==> config.mk <==
export PLATFORM = sky130hd
export DESIGN_NAME = adder_stream_driver
export DESIGN_NICKNAME = d
export VERILOG_FILES = /design/src/rtl/adder_stream_pkg.sv /design/src/rtl/pair_fifo.sv /design/src/rtl/adder_stream_driver.sv
export SDC_FILE = /design/constraint.sdc
export NUM_CORES = 1
export LEC_CHECK = 0
export BUFFER_PORTS_ARGS = -buffer_cell sky130_fd_sc_hd__buf_2
export CORE_MARGIN = 2
export CORE_UTILIZATION = 38
export DETAILED_ROUTE_END_ITERATION = 7
export GPL_TIMING_DRIVEN = 0
export SETUP_SLACK_MARGIN = 0.4
export SYNTH_ARGS = -nofsm -noshare
export SYNTH_HDL_FRONTEND = slang
export SYNTH_SLANG_ARGS = --single-unit
==> constraint.sdc <==
create_clock -name clk -period 5.6 [get_ports clk]
set_input_delay 0.56 -clock clk [delete_from_list [all_inputs] [get_ports clk]]
set_output_delay 0.56 -clock clk [all_outputs]
set_load 0.01 [all_outputs]
==> src/rtl/adder_stream_pkg.sv <==
// Shared definitions for the adder stream driver.
//   state_t        : driver FSM states (IDLE / SEND / WAIT_Z)
//   DEFAULT_WIDTH  : operand/result width of the float adder (IEEE-754 single)
package adder_stream_pkg;

    typedef enum logic [1:0] {
        IDLE   = 2'd0,
        SEND   = 2'd1,
        WAIT_Z = 2'd2
    } state_t;

    localparam int unsigned DEFAULT_WIDTH = 32;

endpackage

==> src/rtl/pair_fifo.sv <==
// Synchronous FIFO holding operand pairs for the adder stream driver.
// Ports:
//   clk, rst   : clock, asynchronous active-high reset (empties the FIFO)
//   wr_en      : push request; ignored while full
//   wr_data    : pushed entry
//   rd_en      : pop request; ignored while empty
//   rd_data    : current head entry (valid while !empty)
//   full,empty : occupancy flags, derived from registered pointers only
module pair_fifo #(
    parameter int unsigned DW    = 64,
    parameter int unsigned DEPTH = 4
) (
    input  logic          clk,
    input  logic          rst,
    input  logic          wr_en,
    input  logic [DW-1:0] wr_data,
    input  logic          rd_en,
    output logic [DW-1:0] rd_data,
    output logic          full,
    output logic          empty
);

    localparam int unsigned AW = $clog2(DEPTH);

    // Pointers carry one extra wrap bit to tell full from empty.
    logic [AW:0]   wr_ptr;
    logic [AW:0]   rd_ptr;
    logic [DW-1:0] mem [DEPTH];
    logic          do_wr;
    logic          do_rd;

    assign empty   = (wr_ptr == rd_ptr);
    assign full    = (wr_ptr[AW] != rd_ptr[AW]) && (wr_ptr[AW-1:0] == rd_ptr[AW-1:0]);
    assign do_wr   = wr_en && !full;
    assign do_rd   = rd_en && !empty;
    assign rd_data = mem[rd_ptr[AW-1:0]];

    always_ff @(posedge clk or posedge rst) begin
        if (rst) begin
            wr_ptr <= '0;
            rd_ptr <= '0;
        end else begin
            if (do_wr) wr_ptr <= wr_ptr + 1'b1;
            if (do_rd) rd_ptr <= rd_ptr + 1'b1;
        end
    end

    // Storage needs no reset: entries are only read after being written.
    always_ff @(posedge clk) begin
        if (do_wr) mem[wr_ptr[AW-1:0]] <= wr_data;
    end

endmodule

==> src/rtl/adder_stream_driver.sv <==
// Initiator for the float adder's stb/ack operand/result handshake.
// Operand pairs arrive on a valid/ready stream, are buffered in pair_fifo,
// are presented one at a time to the adder, and results leave on valid/ready.
// Ports:
//   clk, rst                      : clock, asynchronous active-high reset
//   in_a, in_b, in_valid, in_ready: operand pair stream (in_ready = FIFO not full)
//   adder_a/_stb/_ack             : operand A handshake to the adder
//   adder_b/_stb/_ack             : operand B handshake to the adder
//   adder_z/_stb/_ack             : result handshake from the adder
//   res_z, res_valid, res_ready   : result stream
//   busy                          : FIFO non-empty, FSM active or result pending
//   issued_cnt, done_cnt          : wrapping counts of pairs delivered / results taken
module adder_stream_driver
    import adder_stream_pkg::*;
#(
    parameter int unsigned WIDTH = DEFAULT_WIDTH,
    parameter int unsigned DEPTH = 4,
    parameter int unsigned CNT_W = 16
) (
    input  logic             clk,
    input  logic             rst,
    input  logic [WIDTH-1:0] in_a,
    input  logic [WIDTH-1:0] in_b,
    input  logic             in_valid,
    output logic             in_ready,
    output logic [WIDTH-1:0] adder_a,
    output logic             adder_a_stb,
    input  logic             adder_a_ack,
    output logic [WIDTH-1:0] adder_b,
    output logic             adder_b_stb,
    input  logic             adder_b_ack,
    input  logic [WIDTH-1:0] adder_z,
    input  logic             adder_z_stb,
    output logic             adder_z_ack,
    output logic [WIDTH-1:0] res_z,
    output logic             res_valid,
    input  logic             res_ready,
    output logic             busy,
    output logic [CNT_W-1:0] issued_cnt,
    output logic [CNT_W-1:0] done_cnt
);

    state_t             state;
    logic               a_done;
    logic               b_done;
    logic [2*WIDTH-1:0] head;
    logic               fifo_full;
    logic               fifo_empty;
    logic               pop;
    logic               a_xfer;
    logic               b_xfer;
    logic               a_fin;
    logic               b_fin;
    logic               z_xfer;

    pair_fifo #(
        .DW    (2 * WIDTH),
        .DEPTH (DEPTH)
    ) u_fifo (
        .clk     (clk),
        .rst     (rst),
        .wr_en   (in_valid),
        .wr_data ({in_a, in_b}),
        .rd_en   (pop),
        .rd_data (head),
        .full    (fifo_full),
        .empty   (fifo_empty)
    );

    assign in_ready = !fifo_full;
    assign pop      = (state == IDLE) && !fifo_empty;

    assign a_xfer = adder_a_stb && adder_a_ack;
    assign b_xfer = adder_b_stb && adder_b_ack;
    // An operand counts as delivered if it finished earlier or finishes this cycle.
    assign a_fin  = a_done || a_xfer;
    assign b_fin  = b_done || b_xfer;

    // Combinational so a result is taken in the same cycle it is offered,
    // but only when the result register is free.
    assign adder_z_ack = (state == WAIT_Z) && adder_z_stb && !res_valid;
    assign z_xfer      = adder_z_stb && adder_z_ack;

    assign busy = !fifo_empty || (state != IDLE) || res_valid;

    always_ff @(posedge clk or posedge rst) begin
        if (rst) begin
            state       <= IDLE;
            a_done      <= 1'b0;
            b_done      <= 1'b0;
            adder_a     <= '0;
            adder_b     <= '0;
            adder_a_stb <= 1'b0;
            adder_b_stb <= 1'b0;
            res_z       <= '0;
            res_valid   <= 1'b0;
            issued_cnt  <= '0;
            done_cnt    <= '0;
        end else begin
            // Drain first; a capture below overrides it in the same cycle.
            if (res_valid && res_ready) res_valid <= 1'b0;

            case (state)
                IDLE: begin
                    if (!fifo_empty) begin
                        adder_a     <= head[2*WIDTH-1:WIDTH];
                        adder_b     <= head[WIDTH-1:0];
                        adder_a_stb <= 1'b1;
                        adder_b_stb <= 1'b1;
                        state       <= SEND;
                    end
                end
                SEND: begin
                    if (a_xfer) begin
                        adder_a_stb <= 1'b0;
                        a_done      <= 1'b1;
                    end
                    if (b_xfer) begin
                        adder_b_stb <= 1'b0;
                        b_done      <= 1'b1;
                    end
                    if (a_fin && b_fin) begin
                        issued_cnt <= issued_cnt + 1'b1;
                        a_done     <= 1'b0;
                        b_done     <= 1'b0;
                        state      <= WAIT_Z;
                    end
                end
                WAIT_Z: begin
                    if (z_xfer) begin
                        res_z     <= adder_z;
                        res_valid <= 1'b1;
                        done_cnt  <= done_cnt + 1'b1;
                        state     <= IDLE;
                    end
                end
                default: state <= IDLE;
            endcase
        end
    end

endmodule

==> tab_implementation.tex, run 1 <==
\begin{tabular}{lr}
\hline
Metric & Value \\
\hline
\multicolumn{2}{l}{\textbf{GRT}} \\
Antenna violations before repair & 5 \\
Met2 track demand over resource in global routing & 0.2586 \\
Maximum number of pins on one net before global-route repair & 99 \\
Total global-route track usage & 0.1606 \\
Routing usage on met3 & 0.05134 \\
Total gr overflow & 0 \\
Vias in the first global route & 8337 \\
Wire length of the first global-routing pass & 49540 microns \\
Met1 GRT Util & 0.2082 \\
Busiest metal layer after global routing & met2 \\
\multicolumn{2}{l}{\textbf{Logic synthesis}} \\
Share of flip-flops with an asynchronous set or reset after synthesis & 0.3552 \\
Fraction of synthesized area in multiplexers & 0.1481 \\
Portion of synthesized cell area occupied by the leading cell type & 0.5183 \\
Post-synth top area cell & edfxtp\_1 \\
Area contributors post-synth & edfxtp\_1, dfrtp\_1, mux4\_2 \\
Main combinational cell family by area after synthesis & multiplexers \\
Count of distinct cell types in the synthesized netlist & 37 \\
Most used DFF post-synth & edfxtp\_1 \\
Mapped Cells & 789 \\
Syn nets & 899 \\
Yosys Warn Count & 0 \\
Average size of a mapped cell & 18.80 sq um \\
EDFF count, synth & 256 \\
Compound-gate portion of the synthesized area & 0.005736 \\
Area share of and/or/nand/nor cells after synthesis & 0.05028 \\
XOR/XNOR share of the synthesized area & 0.02185 \\
Post-synthesis adder-cell area fraction & 0.005905 \\
Part of the Yosys area used for sequential elements & 0.7562 \\
Number of register bits inferred by synthesis & 397 \\
Mapped cell area & 0.01483 sq mm \\
\multicolumn{2}{l}{\textbf{Critical path}} \\
Worst path arrival time & 2.47 ns \\
Critical Setup Path Class & reg -> out \\
Most common cell on crit path & buf\_2 \\
Kind of cell with the highest combined delay on the critical path & buffers and inverters \\
Critical Path Max Stage Delay & 0.41 ns \\
Slowest cell on the critical path & clkbuf\_1 \\
Critical Path RT & 5.04 ns \\
Critical path buffer and inverter count & 5 \\
Cell Chain, Critical Path & buf\_2 -> nand4bb\_1 -> buf\_2 -> clkinv\_1 -> clkbuf\_1 -> buf\_2 \\
Critical path peak fanout & 10 \\
Worst Setup End Kind & output pin \\
Kind of start point of the critical path & flop \\
\multicolumn{2}{l}{\textbf{Clocking}} \\
H-Tree Depth & 2 \\
Number of buffers created by CTS & 43 \\
Setup bufs post-CTS & 0 \\
CTS tree & yes \\
Count of clock tree sinks & 397 \\
Clock latency on the worst-skew pair & 0.57 ns \\
Worst-path clk slew & 0.06 ns \\
Cell at the root of the clock tree & clkbuf\_16 \\
Max Buffers Root-to-Sink & 3 \\
Number of cells upsized or downsized after cts & 0 \\
\multicolumn{2}{l}{\textbf{Die}} \\
Number of placement rows & 72 \\
Number of ports placed on the die boundary & 237 \\
Die Outline Area & 0.04063 sq mm \\
Die width & 201.6 microns \\
Effective utilization at floorplan & 0.3847 \\
Core Region & 0.03856 sq mm \\
Vertical die dimension & 201.6 microns \\
\multicolumn{2}{l}{\textbf{Timing}} \\
Hold Violations, Final & 0 \\
Worst Tran Pin Value & 0.9151 ns \\
Max\_slew headroom & 0.3899 \\
Clock Skew & 0.01748 ns \\
Post-route worst setup slack & 2.571 ns \\
Final Hold Slack & 0.1894 ns \\
Number of setup violations in the final report & 0 \\
Final period utilization & 0.5408 \\
Shortest period the worst path allows & 3.029 ns \\
Final-report max-slew violation count & 0 \\
Unrepaired setup endpoints after global routing & false \\
F\_max & 330.2 MHz \\
\multicolumn{2}{l}{\textbf{Place}} \\
Weighted congestion reported at the end of routability-driven placement & 0.7735 \\
Estimated wirelength of the detail-placed design & 19560 microns \\
Total cell area at the placement stage & 0.01683 sq mm \\
Placed Cells & 1548 \\
I/O Buffers & 236 \\
Worst Setup Slack post-DPL & 3.041 ns \\
\multicolumn{2}{l}{\textbf{Routing}} \\
Overall via count from detail\_route & 7857 \\
Via density per instance & 4.811 \\
Initial DRC count & 328 \\
DRC violations left & 0 \\
Post-route antenna net violation count & 0 \\
Routed wire per std cell & 19.51 microns \\
Final wirelength & 31860 microns \\
Detailed-routing iteration count for the pre-antenna-repair pass & 4 \\
\multicolumn{2}{l}{\textbf{Cells and area}} \\
Total number of nets in the final design & 1186 \\
Fill cells & 3403 \\
Combined flip-flop and latch cell area & 0.01122 sq mm \\
Area added between synthesis and finish & 23.31\% \\
Area taken by multi-input logic gates & 0.003458 sq mm \\
Area of all placed cells without fillers & 0.01829 sq mm \\
Final core utilization & 0.4743 \\
Proportion of layout cells with a drive suffix above 1 & 0.4122 \\
Fin cells & 1633 \\
\multicolumn{2}{l}{\textbf{Outcome}} \\
Result of the run & completed \\
\multicolumn{2}{l}{\textbf{Hold path}} \\
Class of the tightest hold or removal check & in -> reg \\
\multicolumn{2}{l}{\textbf{Power and ir drop}} \\
PwrDens & 558.4 mW/mm\^{}2 \\
Static leakage & 0.007236 uW \\
Max IR drop VDD & 0.0003008 V \\
\multicolumn{2}{l}{\textbf{Job}} \\
Maximum Capacitance Violations & 0 \\
\hline
\end{tabular}
## power breakdown
part | internal, uW | switching [uW] | total, uW
registers | 4030 | 330 | 4360
clock network | 1710 | 1130 | 2840
logic | 1420 | 1590 | 3010
total | 7160 | 3050 | 10200
## cells in the mapped netlist (all sizes together) (2+ instances only)
cell    number
a31oi        2
buf         19
nand2      111
and4         2
a21oi        4
inv          8
nor2         7
and2         2
clkbuf      12
edfxtp     256
dfrtp      141
xor2         7
nand4        8
mux4        64
a221oi       2
ha           7
nand3       14
and3        12
xnor2       30
mux2        67
nor4         3
## routing by layer
layer / share of wire / wire (microns)
met1: 0.43 / 13770
met2: 0.47 / 14960
met4: 0.019 / 607
met5: 0.0012 / 39
met3: 0.078 / 2477
## per-stage QoR
step / TNS [ns] / power [uW]
after floorplan: 0 / 6340
after global placement: -178.51 / 7448
after detailed placement: 0 / 7529
after CTS: 0 / 10430
after global routing: 0 / 10820
final: 0 / 10210
## layout by cell type, fill, tap and decap left out, types with 2 or more instances in the layout
cell	instances
a221oi_1	2
clkbuf_1	22
nor4_2	2
and3_4	4
bufinv_16	3
clkinv_2	6
xor2_1	7
edfxtp_1	256
and4_1	2
nand2_1	111
buf_16	5
clkbuf_8	9
nand3_1	14
a21oi_1	4
clkinvlp_4	2
mux2_2	61
buf_2	249
xnor2_1	30
dfrtp_1	141
inv_1	7
mux2_1	6
buf_4	3
a31oi_1	2
diode_2	4
buf_1	3
clkinv_1	4
mux4_2	64
nor2_1	7
and3_1	8
ha_1	7
nand4_1	8
clkbuf_16	44
## cell type report
class,count,area share
Sequential cell,397,0.6133
Multi-Input combinational cell,352,0.1891
Timing Repair Buffer,242,0.07265
Clock buffer,63,0.06903
Tap cell,518,0.03544
Clock inverter,17,0.009852
Buffer,31,0.007868
Inverter,9,0.002258
Antenna cell,4,0.0005473
## cell families after synthesis
group | Yosys count
DFF | 397
and+or+nand+nor | 165
muxes | 131
buffers and inverters | 40
xor gates and xnor gates | 37
AOI/OAI and AO/OA | 12
adders and majority gates | 7
## flip-flops by register name (all words and copies together), names as in the netlist
name / count
a_done: 1
adder_a: 32
adder_a_stb: 1
adder_b: 32
adder_b_stb: 1
b_done: 1
done_cnt: 16
issued_cnt: 16
res_valid: 1
res_z: 32
state: 2
u_fifo.mem: 256
u_fifo.rd_ptr: 3
u_fifo.wr_ptr: 3
## final timing paths
kind / startpoint / to / slack [ns] / cells after the start
worst min register to register: res_z[5] / res_z[5] / 0.47 / 2
min in group asynchronous: rst / res_z[0] / 0.55 / 3
worst max-delay path: state[0] / adder_z_ack / 2.57 / 6
worst min-delay path: res_ready / res_valid / 0.19 / 2
worst max register to register: u_fifo.rd_ptr[1] / adder_b[27] / 3.10 / 4
max in group asynchronous: rst / adder_b[28] / 4.19 / 4
## repair_timing
| item | CTS | global route |
|---|---|---|
| setup endpoints to repair | 0 | 0 |
| endpoints found under the hold margin | 43 | 0 |
| hold buffers | 1 | 0 |
No activity file was read; power rests on OpenSTA's default activity.
==> run 2, diff against run 1 <==
- ABC_AREA: unset -> 1
- clock period: 5.6 -> 2.9 ns (I/O delays scaled with it)
==> tab_implementation.tex, run 2 <==
\begin{tabular}{lr}
\hline
Metric & Value \\
\hline
\multicolumn{2}{l}{\textbf{Logic synthesis}} \\
Post-synth top area cell & edfxtp\_1 (unchanged) \\
Area contributors post-synth & edfxtp\_1, dfrtp\_1, nand2\_1 (was edfxtp\_1, dfrtp\_1, mux4\_2) \\
Count of distinct cell types in the synthesized netlist & 25 (was 37) \\
Most used DFF post-synth & edfxtp\_1 (unchanged) \\
Syn nets & 1579 (was 899) \\
Most numerous cell types in the synthesized netlist & nand2\_1, nor2\_1, edfxtp\_1 (was edfxtp\_1, dfrtp\_1, nand2\_1) \\
Top-count cell post-synth & nand2\_1 (was edfxtp\_1) \\
Average size of a mapped cell & 10.80 sq um (was 18.80 sq um) \\
Mapped cell area & 0.01586 sq mm (was 0.01483 sq mm) \\
Mapped Cells & 1469 (was 789) \\
Portion of synthesized cell area occupied by the leading cell type & 0.4847 (was 0.5183) \\
EDFF count, synth & 256 (unchanged) \\
Number of register bits inferred by synthesis & 397 (unchanged) \\
Yosys Warn Count & 0 (unchanged) \\
Part of the Yosys area used for sequential elements & 0.7071 (was 0.7562) \\
Share of flip-flops with an asynchronous set or reset after synthesis & 0.3552 (unchanged) \\
\multicolumn{2}{l}{\textbf{Die}} \\
Die Outline Area & 0.04339 sq mm (was 0.04063 sq mm) \\
Core Region & 0.04102 sq mm (was 0.03856 sq mm) \\
Vertical die dimension & 208.3 microns (was 201.6 microns) \\
Effective utilization at floorplan & 0.3867 (was 0.3847) \\
Number of ports placed on the die boundary & 237 (unchanged) \\
Die width & 208.3 microns (was 201.6 microns) \\
Number of placement rows & 74 (was 72) \\
\multicolumn{2}{l}{\textbf{GRT}} \\
Wire length of the first global-routing pass & 64870 microns (was 49540 microns) \\
Maximum number of pins on one net before global-route repair & 39 (was 99) \\
Total global-route track usage & 0.1923 (was 0.1606) \\
Total gr overflow & 0 (unchanged) \\
Antenna violations before repair & 2 (was 5) \\
Vias in the first global route & 11665 (was 8337) \\
\multicolumn{2}{l}{\textbf{Cells and area}} \\
Area added between synthesis and finish & 29.53\% (was 23.31\%) \\
Most common library cell in the layout ignoring fill and taps & nand2\_1 (was edfxtp\_1) \\
Area taken by multi-input logic gates & 0.004184 sq mm (was 0.003458 sq mm) \\
Fin cells & 2447 (was 1633) \\
Combined flip-flop and latch cell area & 0.01122 sq mm (unchanged) \\
Total number of nets in the final design & 1988 (was 1186) \\
Number of flip-flops under the largest register name & 256 (unchanged) \\
Most frequent cells in the layout & nand2\_1, nor2\_1, buf\_2 (was edfxtp\_1, buf\_2, dfrtp\_1) \\
Proportion of layout cells with a drive suffix above 1 & 0.2032 (was 0.4122) \\
Fill cells & 3675 (was 3403) \\
\multicolumn{2}{l}{\textbf{Power and ir drop}} \\
Switching component of the power & 8174 uW (was 3053 uW) \\
Proportion of total power due to net switching & 0.3719 (was 0.2990) \\
Sequential cell fraction of total power & 0.379 (was 0.427) \\
PwrDens & 1070 mW/mm\^{}2 (was 558.4 mW/mm\^{}2) \\
Max IR drop VDD & 0.0005533 V (was 0.0003008 V) \\
Combinational share of power & 0.371 (was 0.295) \\
Int Pwr & 13800 uW (was 7159 uW) \\
Fraction of power consumed by the clock network & 0.249 (was 0.278) \\
Total design power & 21980 uW (was 10210 uW) \\
Static leakage & 0.009005 uW (was 0.007236 uW) \\
\multicolumn{2}{l}{\textbf{Timing}} \\
Post-route worst setup slack & 0.4912 ns (was 2.571 ns) \\
Max\_slew headroom & 0.4282 (was 0.3899) \\
Unrepaired setup endpoints after global routing & false (unchanged) \\
Final Hold Slack & 0.1133 ns (was 0.1894 ns) \\
Number of setup violations in the final report & 0 (unchanged) \\
F\_max & 415.1 MHz \\
Clock Skew & 0.01821 ns (was 0.01748 ns) \\
Shortest period the worst path allows & 2.409 ns \\
Hold Violations, Final & 0 (unchanged) \\
Final-report max-slew violation count & 0 (unchanged) \\
Worst Tran Pin Value & 0.8577 ns (was 0.9151 ns) \\
Final period utilization & 0.8306 \\
\multicolumn{2}{l}{\textbf{Critical path}} \\
Critical path peak fanout & 10 (unchanged) \\
Slowest cell on the critical path & dfrtp\_1 (was clkbuf\_1) \\
Kind of start point of the critical path & flop (unchanged) \\
Critical Path Max Stage Delay & 0.38 ns (was 0.41 ns) \\
Worst Setup End Kind & output pin (unchanged) \\
Critical path buffer and inverter count & 4 (was 5) \\
Critical Path RT & 2.61 ns (was 5.04 ns) \\
Kind of cell with the highest combined delay on the critical path & buffers and inverters (unchanged) \\
Critical Setup Path Class & reg -> out (unchanged) \\
Worst path arrival time & 2.12 ns (was 2.47 ns) \\
Cell Chain, Critical Path & clkbuf\_4 -> xnor2\_4 -> nand3\_4 -> buf\_8 -> buf\_6 -> nand3b\_1 -> buf\_2 (was buf\_2 -> nand4bb\_1 -> buf\_2 -> clkinv\_1 -> clkbuf\_1 -> buf\_2) \\
\multicolumn{2}{l}{\textbf{Routing}} \\
Post-route antenna net violation count & 0 (unchanged) \\
DRC violations left & 0 (unchanged) \\
Via density per instance & 4.749 (was 4.811) \\
Detailed-routing iteration count for the pre-antenna-repair pass & 5 (was 4) \\
Initial DRC count & 781 (was 328) \\
Final wirelength & 41660 microns (was 31860 microns) \\
Routed wire per std cell & 17.02 microns (was 19.51 microns) \\
Overall via count from detail\_route & 11621 (was 7857) \\
\multicolumn{2}{l}{\textbf{Place}} \\
Placed Cells & 2248 (was 1548) \\
Weighted congestion reported at the end of routability-driven placement & 0.8742 (was 0.7735) \\
I/O Buffers & 236 (unchanged) \\
Estimated wirelength of the detail-placed design & 26870 microns (was 19560 microns) \\
Worst Setup Slack post-DPL & 0.3635 ns (was 3.041 ns) \\
\multicolumn{2}{l}{\textbf{Clocking}} \\
Worst-path clk slew & 0.06 ns (about the same) \\
Max Buffers Root-to-Sink & 3 (unchanged) \\
CTS tree & yes (unchanged) \\
Clock latency on the worst-skew pair & 0.57 ns (about the same) \\
Number of buffers created by CTS & 44 (was 43) \\
Cell at the root of the clock tree & clkbuf\_16 (unchanged) \\
Count of clock tree sinks & 397 (unchanged) \\
H-Tree Depth & 2 (unchanged) \\
\multicolumn{2}{l}{\textbf{Outcome}} \\
Result of the run & completed (unchanged) \\
\multicolumn{2}{l}{\textbf{Job}} \\
Maximum Capacitance Violations & 0 (unchanged) \\
\multicolumn{2}{l}{\textbf{Hold path}} \\
Class of the tightest hold or removal check & in -> reg (unchanged) \\
\hline
\end{tabular}
==> run 2: worst paths after layout <==
check,from,end,slack [ns],cells past startpoint
worst max-delay path,u_fifo.rd_ptr[0],busy,0.49,7
worst min-delay path,adder_a_ack,adder_a_stb,0.11,4
worst max register to register,u_fifo.rd_ptr[0],u_fifo.mem[1][32],0.66,6
worst min register to register,adder_b[9],adder_b[9],0.46,2
max in group asynchronous,rst,adder_b[29],1.50,5
min in group asynchronous,rst,issued_cnt[12],0.44,3
==> run 2: power groups by stage <==
stage / combinational, uW / clock (uW) / sequential [uW]
2_1_floorplan: 4420 / 0 / 8740
3_3_place_gp: 7580 / 0 / 8470
3_5_place_dp: 7870 / 0 / 8420
4_1_cts: 8060 / 5620 / 8320
5_1_grt: 9140 / 5850 / 8480
6_report: 8160 / 5480 / 8330
==> run 2: tightest hold or removal path, delay by kind of cell <==
| kind | cells | cell delay, ns |
|---|---|---|
| compound gates | 1 | 0.10 |
| simple gates | 2 | 0.16 |
| buf+inv | 1 | 0.10 |
==> run 2: per-layer routing <==
metal	global-route usage	wire length [microns]
met1	0.2477	17820
met2	0.3234	20160
met3	0.04000	2738
met4	0.06599	932
met5	0	13
==> run 2: per-stage QoR <==
stage	utilization	setup TNS, ns	area [sq um]
2_1_floorplan	-	-74.26	15880
3_3_place_gp	0.4321	-500.82	17720
3_5_place_dp	0.4379	0	17960
4_1_cts	0.4973	0	20400
5_1_grt	0.5009	0	20540
6_report	0.5009	0	20540
==> run 2: what timing repair did <==
action	4_1_cts	5_1_grt
hold buffers	99	0
setup endpoints to repair	50	153
gates resized for setup	1	6
endpoints found under the hold margin	324	0
gates cloned	0	0
pin swaps	1	4
buffers inserted	2	15
==> run 2: cell families (layout without fill, tap and decap cells) <==
kind of cell | after synthesis | count (layout) | synth area share
fa+ha+maj | 7 | 7 | 0.005522
flops | 397 | 397 | 0.7071
simple gates | 795 | 795 | 0.1993
other cells | 0 | 1 | 0
xor+xnor | 22 | 22 | 0.01262
buf+inv | 114 | 559 | 0.03313
compound gates | 134 | 134 | 0.04228
==> run 2: area by class of cell <==
cell class,instances,share of cell area
flip-flops and latches,397,0.5459
repair buffers,363,0.1227
well taps,532,0.03240
plain buffers,72,0.01827
diodes,1,0.0001218
clock inverters,14,0.009135
clock buffers,68,0.05999
multi-input cells,958,0.2037
inverters,42,0.007856
==> run 3, diff against run 2 <==
- ABC_AREA: 1 -> 0
- clock period: 2.9 -> 2.4 ns (I/O delays scaled with it)
==> tab_implementation.tex, run 3 (synthesized netlist as in run 1, its figures left out) <==
\begin{tabular}{lr}
\hline
Metric & Value \\
\hline
\multicolumn{2}{l}{\textbf{Outcome}} \\
Result of the run & completed (unchanged) \\
\multicolumn{2}{l}{\textbf{Die}} \\
Die Outline Area & 0.04063 sq mm (was 0.04339 sq mm) \\
Vertical die dimension & 201.6 microns (was 208.3 microns) \\
Number of placement rows & 72 (was 74) \\
Core Region & 0.03856 sq mm (was 0.04102 sq mm) \\
Effective utilization at floorplan & 0.3847 (was 0.3867) \\
Die width & 201.6 microns (was 208.3 microns) \\
Number of ports placed on the die boundary & 237 (unchanged) \\
\multicolumn{2}{l}{\textbf{Routing}} \\
Routed wire per std cell & 19.59 microns (was 17.02 microns) \\
Post-route antenna net violation count & 0 (unchanged) \\
Via density per instance & 4.765 (was 4.749) \\
Detailed-routing iteration count for the pre-antenna-repair pass & 4 (was 5) \\
Initial DRC count & 381 (was 781) \\
DRC violations left & 0 (unchanged) \\
Overall via count from detail\_route & 8468 (was 11621) \\
Final wirelength & 34800 microns (was 41660 microns) \\
\multicolumn{2}{l}{\textbf{Timing}} \\
Final period utilization & 0.9000 \\
Worst Tran Pin Value & 0.7413 ns (was 0.8577 ns) \\
F\_max & 463.0 MHz \\
Hold Violations, Final & 0 (unchanged) \\
Final-report max-slew violation count & 0 (unchanged) \\
Post-route worst setup slack & 0.2401 ns (was 0.4912 ns) \\
Unrepaired setup endpoints after global routing & true (was false) \\
Max\_slew headroom & 0.5017 (was 0.4282) \\
Shortest period the worst path allows & 2.160 ns \\
Clock Skew & 0.01240 ns (was 0.01821 ns) \\
Number of setup violations in the final report & 0 (unchanged) \\
\multicolumn{2}{l}{\textbf{Critical path}} \\
Worst Setup End Kind & output pin (unchanged) \\
Critical Path RT & 2.16 ns (was 2.61 ns) \\
Kind of cell with the highest combined delay on the critical path & simple AND/OR/NAND/NOR gates (was buffers and inverters) \\
Critical Setup Path Class & reg -> out (unchanged) \\
Cell Chain, Critical Path & xnor2\_4 -> nand3\_2 -> or4\_1 -> buf\_2 (was clkbuf\_4 -> xnor2\_4 -> nand3\_4 -> buf\_8 -> buf\_6 -> nand3b\_1 -> buf\_2) \\
Critical Path Max Stage Delay & 0.45 ns (was 0.38 ns) \\
Critical path buffer and inverter count & 1 (was 4) \\
Kind of start point of the critical path & flop (unchanged) \\
Worst path arrival time & 1.92 ns (was 2.12 ns) \\
Slowest cell on the critical path & dfrtp\_2 (was dfrtp\_1) \\
Critical path peak fanout & 3 (was 10) \\
\multicolumn{2}{l}{\textbf{Place}} \\
Total cell area at the placement stage & 0.01685 sq mm (was 0.01796 sq mm) \\
I/O Buffers & 236 (unchanged) \\
Weighted congestion reported at the end of routability-driven placement & 0.8059 (was 0.8742) \\
Worst Setup Slack post-DPL & -0.06661 ns (was 0.3635 ns) \\
Estimated wirelength of the detail-placed design & 19940 microns (was 26870 microns) \\
\multicolumn{2}{l}{\textbf{Job}} \\
Maximum Capacitance Violations & 0 (unchanged) \\
\multicolumn{2}{l}{\textbf{Clocking}} \\
Cell at the root of the clock tree & clkbuf\_16 (unchanged) \\
CTS tree & yes (unchanged) \\
Max Buffers Root-to-Sink & 3 (unchanged) \\
H-Tree Depth & 2 (unchanged) \\
Clock latency on the worst-skew pair & 0.56 ns (was 0.57 ns) \\
Worst-path clk slew & 0.06 ns (about the same) \\
Count of clock tree sinks & 397 (unchanged) \\
Number of buffers created by CTS & 42 (was 44) \\
\multicolumn{2}{l}{\textbf{GRT}} \\
Wire length of the first global-routing pass & 50920 microns (was 64870 microns) \\
Total gr overflow & 0 (unchanged) \\
Vias in the first global route & 8852 (was 11665) \\
Maximum number of pins on one net before global-route repair & 51 (was 39) \\
Total global-route track usage & 0.1651 (was 0.1923) \\
Antenna violations before repair & 2 (unchanged) \\
\multicolumn{2}{l}{\textbf{Cells and area}} \\
Area added between synthesis and finish & 35.52\% (was 29.53\%) \\
Number of flip-flops under the largest register name & 256 (unchanged) \\
Most frequent cells in the layout & edfxtp\_1, buf\_2, dfrtp\_1 (was nand2\_1, nor2\_1, buf\_2) \\
Area of all placed cells without fillers & 0.02010 sq mm (was 0.02054 sq mm) \\
Most common library cell in the layout ignoring fill and taps & edfxtp\_1 (was nand2\_1) \\
Proportion of layout cells with a drive suffix above 1 & 0.4189 (was 0.2032) \\
Total number of nets in the final design & 1334 (was 1988) \\
\multicolumn{2}{l}{\textbf{Hold path}} \\
Class of the tightest hold or removal check & in -> reg (unchanged) \\
\multicolumn{2}{l}{\textbf{Power and ir drop}} \\
PwrDens & 1269 mW/mm\^{}2 (was 1070 mW/mm\^{}2) \\
Max IR drop VDD & 0.0008149 V (was 0.0005533 V) \\
Static leakage & 0.008061 uW (was 0.009005 uW) \\
\hline
\end{tabular}
-- run 3: cell count changes in the layout (fill, tap and decap cells not counted), sizes merged, moves of 10 or more --
cell,delta
nor2,-290
and3,+14
clkbuf,-10
inv,-35
nand3,-75
mux4,+64
nand2,-283
xnor2,+22
o21ai,-133
mux2,+67
-- run 3: power by group --
| part | leakage, uW | switching, uW | internal (uW) |
|---|---|---|---|
| sequential | 0.00409 | 800 | 9410 |
| combinational | 0.00326 | 4160 | 4490 |
| clock | 0.000709 | 2610 | 4030 |
| total | 0.00806 | 7570 | 17900 |
-- run 3: path summary, 6_finish.rpt --
kind / from / endpoint / slack (ns) / cells after the start
setup / recovery: u_fifo.wr_ptr[1] / busy / 0.24 / 4
hold / removal: in_valid / u_fifo.wr_ptr[0] / 0.07 / 3
setup reg to reg: u_fifo.rd_ptr[2] / adder_a[23] / 0.37 / 8
hold reg to reg: done_cnt[15] / done_cnt[15] / 0.47 / 1
max in group asynchronous: rst / adder_a[1] / 0.99 / 6
min in group asynchronous: rst / issued_cnt[6] / 0.36 / 3
-- run 3: metrics by stage --
step | total power (uW) | hold WS (ns) | setup TNS [ns] | instances | util
2_1_floorplan | 14760 | 0.3364 | 0 | 789 | -
3_3_place_gp | 17270 | 0.4312 | -240.59 | 1543 | 0.4324
3_5_place_dp | 17510 | 0.3911 | -0.3270 | 1550 | 0.4369
4_1_cts | 24760 | 0.01362 | 0 | 1739 | 0.5053
5_1_grt | 26880 | 0.08984 | 0 | 1777 | 0.5213
6_report | 25510 | 0.07062 | 0 | 1777 | 0.5213
-- run 3: repair_timing --
| item | 4_1_cts | 5_1_grt |
|---|---|---|
| hold buffers | 100 | 0 |
| setup buffers | 10 | 27 |
| endpoints found under the setup margin | 277 | 263 |
| pin swaps | 9 | 6 |
| gates cloned | 1 | 10 |
| gates resized for setup | 36 | 61 |
| endpoints found under the hold margin | 322 | 0 |
-- run 3: worst reg2reg max path, cell delays in order, from the launching register on --
cell and delay, ns:
dfrtp_1 0.41, xnor2_2 0.17, buf_4 0.15, a311oi_4 0.28
buf_6 0.17, buf_8 0.16, buf_4 0.13, buf_12 0.11
mux2_2 0.33
-- run 3: final cells by class --
type | count | area [sq um]
Buffer | 31 | 296.5
Timing Repair Buffer | 389 | 2893
Inverter | 9 | 50.05
Fill cell | 3171 | 18460
Antenna cell | 1 | 2.502
Multi-Input combinational cell | 354 | 3558
Sequential cell | 397 | 11220
Tap cell | 518 | 648.1
Clock buffer | 67 | 1299
Clock inverter | 11 | 131.4
-- run 3: per-layer routing --
metal	routed length [microns]	up-vias	track usage
met1	14660	4260	0.2068
met2	16970	263	0.2771
met3	2395	60	0.04584
met4	770	2	0.05646
met5	13	-	0
li1	-	3883	-
